File: src/rtl/clic_int_src_cond.sv
`default_nettype none
// ============================================================================
// Module   : clic_int_src_cond
// Brief    : Per-line interrupt source conditioner in front of the CLIC kid
//            array. Each raw pin is synchronized, decoded according to its
//            trigger mode (level-high, level-low, rising edge, falling edge)
//            and, for edge modes, held in a pending latch that is cleared by
//            the CLIC acknowledge. The registered result drives
//            pad_clic_int_vld of the kid array directly.
// Revision : 1.0 - initial release
// ============================================================================
module clic_int_src_cond #(
    parameter int INTNUM      = 64,
    parameter int SYNC_STAGES = 2,
    parameter int ID_W        = 6
) (
    input  logic                  forever_cpuclk,
    input  logic                  cpurst_b,
    input  logic [INTNUM-1:0]     pad_int_raw,
    input  logic [2*INTNUM-1:0]   cfg_trig_mode,
    input  logic                  clic_int_ack_vld,
    input  logic [ID_W-1:0]       clic_int_ack_id,
    output logic [INTNUM-1:0]     clic_int_vld
);

    // Trigger-mode encodings, two bits per line
    localparam logic [1:0] c_MODE_LVL_HIGH = 2'b00;
    localparam logic [1:0] c_MODE_LVL_LOW  = 2'b01;
    localparam logic [1:0] c_MODE_RISE     = 2'b10;
    localparam logic [1:0] c_MODE_FALL     = 2'b11;

    // Synchronizer chain; stage 0 samples the asynchronous pins
    logic [INTNUM-1:0]   r_sync [SYNC_STAGES];
    // Synchronized level of the previous cycle, for edge detection
    logic [INTNUM-1:0]   r_hist;
    // Trigger mode seen last cycle; a difference from cfg marks a mode change
    logic [2*INTNUM-1:0] r_mode;
    // Next value of the output register, one bit per line
    logic [INTNUM-1:0]   w_vld_nxt;
    // Synchronized pin level (last synchronizer stage)
    logic [INTNUM-1:0]   w_s;

    assign w_s = r_sync[SYNC_STAGES-1];

    // Synchronizer chain, edge history and mode snapshot
    always_ff @(posedge forever_cpuclk) begin
        if (!cpurst_b) begin
            for (int k = 0; k < SYNC_STAGES; k++) begin
                r_sync[k] <= '0;
            end
            r_hist <= '0;
            r_mode <= '0;
        end else begin
            r_sync[0] <= pad_int_raw;
            for (int k = 1; k < SYNC_STAGES; k++) begin
                r_sync[k] <= r_sync[k-1];
            end
            r_hist <= w_s;
            r_mode <= cfg_trig_mode;
        end
    end

    // Per-line trigger decode
    for (genvar i = 0; i < INTNUM; i++) begin : g_line
        logic [1:0] w_mode;
        logic       w_mode_chg;
        logic       w_clr;
        logic       w_rise;
        logic       w_fall;
        logic       w_keep;
        logic       w_nxt;

        assign w_mode     = r_mode[2*i +: 2];
        assign w_mode_chg = (cfg_trig_mode[2*i +: 2] != w_mode);
        // Ids that do not name a real line never match any i
        assign w_clr      = clic_int_ack_vld && (32'(clic_int_ack_id) == i);
        assign w_rise     = w_s[i] & ~r_hist[i];
        assign w_fall     = ~w_s[i] & r_hist[i];
        // Pending bit survives unless acknowledged; a fresh edge below wins
        assign w_keep     = clic_int_vld[i] & ~w_clr;

        // Next output for this line; a mode change flushes it and masks edges
        always_comb begin
            w_nxt = 1'b0;
            if (!w_mode_chg) begin
                case (w_mode)
                    c_MODE_LVL_HIGH: w_nxt = w_s[i];
                    c_MODE_LVL_LOW:  w_nxt = ~w_s[i];
                    c_MODE_RISE:     w_nxt = w_keep | w_rise;
                    c_MODE_FALL:     w_nxt = w_keep | w_fall;
                    default:         w_nxt = 1'b0;
                endcase
            end
        end

        assign w_vld_nxt[i] = w_nxt;
    end

    // Registered request vector toward the CLIC
    always_ff @(posedge forever_cpuclk) begin
        if (!cpurst_b) begin
            clic_int_vld <= '0;
        end else begin
            clic_int_vld <= w_vld_nxt;
        end
    end

endmodule
`default_nettype wire

File: config.mk
export PLATFORM = sky130hd
export DESIGN_NAME = clic_int_src_cond
export DESIGN_NICKNAME = d
export VERILOG_FILES = /design/src/rtl/clic_int_src_cond.sv
export SDC_FILE = /design/constraint.sdc
export NUM_CORES = 1
export LEC_CHECK = 0
export BUFFER_PORTS_ARGS = -buffer_cell sky130_fd_sc_hd__buf_2
export CORE_ASPECT_RATIO = 0.75
export CORE_MARGIN = 4
export CORE_UTILIZATION = 44
export DETAILED_ROUTE_END_ITERATION = 16
export PLACE_DENSITY = 0.69
export SYNTH_ARGS = -nofsm -noshare
export SYNTH_HDL_FRONTEND = slang
export SYNTH_SLANG_ARGS = --single-unit
File: constraint.sdc
create_clock -name forever_cpuclk -period 1.5 [get_ports forever_cpuclk]
set_clock_uncertainty 0.1 [all_clocks]
set_input_delay 0.075 -clock forever_cpuclk [delete_from_list [all_inputs] [get_ports forever_cpuclk]]
set_output_delay 0.075 -clock forever_cpuclk [all_outputs]
set_load 0.05 [all_outputs]
==> flow_summary_export.csv <==
group,metric,value,unit
clocking,cts_inserted_buffers,40,
clocking,cts_root_buffer,"clkbuf_16",
placement,place.port_buffers,264,
global_route,grt_usage,20.18,%
layout,area_growth,38.71,%
drt,postRouteWirelength,38700,um
setup_path,arrival,1.85,ns
yosys,yosysTopAreaCell,"dfxtp_1",
sta,min_period_over_period,98.41,%
yosys,synth_seq_cells,384,
setup_path,cp-end-kind,"flop",
layout,fin_nets,2158,
sta,finalHoldViolCount,0,
sta,min_period,1.476,ns
placement,placed_cell_area,0.01719,sq mm
pwr,clkPwrFrac,42.6,%
pwr,internal_power,0.01787,W
floorplanning,coreArea,0.03345,sq mm
sta,fmax,677.5,MHz
global_route,grt_pass1_vias,12197,
clocking,clock-sinks,384,
drt,dr.pass1.iters,7,
clocking,clock_path_buffers,3,
sta,setup_slack,0.02389,ns
pwr,seqPwrFrac,47.3,%
worst_hold_path,hp-start,"cpurst_b",
setup_path,worstSetupPathType,"flop to flop",
floorplanning,dieWidth,220.6,um
drt,num_vias,12325,
clocking,cts_tree,"done",
drt,drt-initial-drc-count,640,
yosys,synth_top_area_share,51.53,%
setup_path,worstRegToRegCells,3,
setup_path,r2r-end,"clic_int_vld[47]$_SDFF_PP0_",
pwr,swShare,22.82,%
worst_hold_path,min_path_type,"input pin to flop",
setup_path,crit_start,"r_sync[0][111]$_SDFF_PN0_",
yosys,synth-edff-count,0,
run,timing.max_cap.violations,0,
pwr,switchingPower,0.005286,W
yosys,synth.yosys.seq_area_share,51.53,%
layout,fill_cells,2633,
layout,design_area,0.02069,sq mm
global_route,grt_pass1_wl,61220,um
clocking,cts.clk_slew.worst_paths,0.06,ns
yosys,syn_area,0.01492,sq mm
layout,register_area,0.007722,sq mm
setup_path,start_kind,"flop",
sta,final-max-slew-violation-count,0,
floorplanning,dieArea,0.03695,sq mm
setup_path,r2r_setup_slack,0.02,ns
outcome,status,"finished clean",
global_route,grt_max_degree,186,
pwr,irDropWorstVdd,1.057,mV
placement,routabilityCongestion,0.8299,
floorplanning,die_y,167.5,um
floorplanning,io_pins,265,
pwr,leakagePower,8.382,nW
yosys,yosysMostFrequentCell,"dfxtp_1",
sta,timing.setup.tns,0,ns
floorplanning,start_util,44.60,%
drt,route.detailed.drc,0,
yosys,synth_nets,1645,
setup_path,cp-endpoint,"clic_int_vld[47]$_SDFF_PP0_",
drt,wire_per_inst,15.88,um
setup_path,critical_path_peak_fanout,5,
setup_path,r2r-start,"r_sync[0][111]$_SDFF_PN0_",
clocking,cts_max_level,2,
floorplanning,core.rowCount,58,
pwr,combPwrFrac,10.1,%
yosys,synthFlopType,"dfxtp_1",
sta,slew_headroom,52.05,%
drt,detail_route.vias_per_cell,5.057,
yosys,synth_area_leaders,"dfxtp_1 (52%), and2_1 (14%), or3b_2 (3.8%), nand3b_1 (3.1%), o221a_2 (2.9%)",
layout,drive_above_1_share,28.02,%
yosys,synth.distinct_cells,40,
layout,multi_input_area,0.007223,sq mm
placement,pre_cts_ws,-0.1152,ns
setup_path,required,1.87,ns
yosys,synth.yosys.warnings,0,
sta,setup_viol,0,
global_route,grt_overflow,0,
global_route,antenna_found_initial,4,
yosys,synth_top_cells_by_count,"dfxtp_1 (384), and2_1 (335), or3b_2 (64)",
sta,worst_pin_slew,0.7192,ns
placement,dp_hpwl,25320,um
yosys,synth_cells,1444,
yosys,synthArstFlopShare,0,%
clocking,insertion_delay,0.52,ns
drt,ant_nets,0,
yosys,postSynthAreaPerCell,10.33,sq um
pwr,powerDensity,1119,mW/mm^2
[power by group through the flow]
| stage | registers [W] | clock network (W) | logic, W |
|---|---|---|---|
| final | 0.0110 | 0.00988 | 0.00233 |
| after global routing | 0.0110 | 0.0106 | 0.00255 |
| after CTS | 0.0109 | 0.0102 | 0.00229 |
| after detailed placement | 0.0111 | 0 | 0.00187 |
| after global placement | 0.0111 | 0 | 0.00183 |
| after floorplan | 0.0113 | 0 | 0.000901 |
[metrics by stage]
stage	util (%)	hold slack [ns]	cells	power, W
after floorplan	-	0.1023	1444	0.01219
after global placement	51.38	0.1798	2172	0.01296
after detailed placement	51.38	0.1837	2172	0.01302
after CTS	61.23	0.007143	2434	0.02337
after global routing	61.86	0.02805	2437	0.02415
final	61.86	0.02431	2437	0.02316
[placed cells by master, fill, tap and decap left out, types with 8 or more instances in the layout]
master / Yosys / layout
dfxtp_1: 384 / 356
and2_1: 335 / 335
buf_2: 4 / 263
dlygate4sd3_1: 0 / 192
nand3b_1: 61 / 61
buf_4: 0 / 61
or3b_2: 64 / 60
and3_1: 58 / 58
nand2_1: 53 / 53
nand2b_1: 51 / 51
o221ai_1: 47 / 47
xnor2_1: 45 / 45
clkbuf_16: 0 / 41
o221a_2: 39 / 39
o21a_1: 33 / 33
o21ai_0: 31 / 31
dfxtp_2: 0 / 28
a211oi_1: 43 / 26
a211oi_2: 0 / 17
nor2_1: 17 / 17
nor3b_1: 16 / 16
nor3_1: 15 / 15
o211ai_1: 15 / 15
o31a_1: 14 / 14
a221oi_1: 16 / 10
clkbuf_8: 0 / 10
clkinv_2: 0 / 8
[area by class of cell]
cell class                      instances  area share [%]
Sequential cell                       384           37.32
Multi-Input combinational cell       1004           34.90
Timing Repair Buffer                  525           18.62
Clock buffer                           56           5.665
Tap cell                              450           2.721
Clock inverter                         13          0.7074
Inverter                                2         0.03628
Antenna cell                            3         0.03628
[worst min-delay path by stage]
stage,end,cells past startpoint
3_3_place_gp,r_sync[0][37]$_SDFF_PN0_,2
4_1_cts,clic_int_vld[4]$_SDFF_PP0_,3
3_5_place_dp,r_sync[0][38]$_SDFF_PN0_,2
5_1_grt,clic_int_vld[3]$_SDFF_PP0_,3
6_report,clic_int_vld[3]$_SDFF_PP0_,3
2_1_floorplan,r_mode[0]$_SDFF_PN0_,1
[cells by family after synthesis]
group           share of synthesized area, %
xor+xnor                               2.642
buf+inv                                1.451
compound gates                         14.33
flops                                  51.53
simple gates                           30.05
[sequential cells by signal, indices dropped and copies added, names as in the netlist]
register,flops
r_mode,128
r_sync,128
clic_int_vld,64
r_hist,64
[worst max-delay path, stage by stage (launching register included)]
cell and delay (ns):
dfxtp_1 0.39, or3b_2 0.49, a211oi_2 0.25, o221a_2 0.20
[routing by layer]
metal  track usage, %  part of all wire (%)  up-vias
li1                 -                     -     6213
met1            26.00                    45     5766
met2            33.14                    46      266
met3            5.370                   6.1       80
met4            6.401                   2.6        0
met5                0                     0        -
[what timing repair did]
item                                   4_1_cts  5_1_grt
pin swaps                                    2        4
resized for setup                           11       58
buffers inserted                             0        1
setup endpoints to repair                    5       47
hold buffers                               193        0
endpoints found under the hold margin      256        0
No activity file was read; power rests on OpenSTA's default activity.
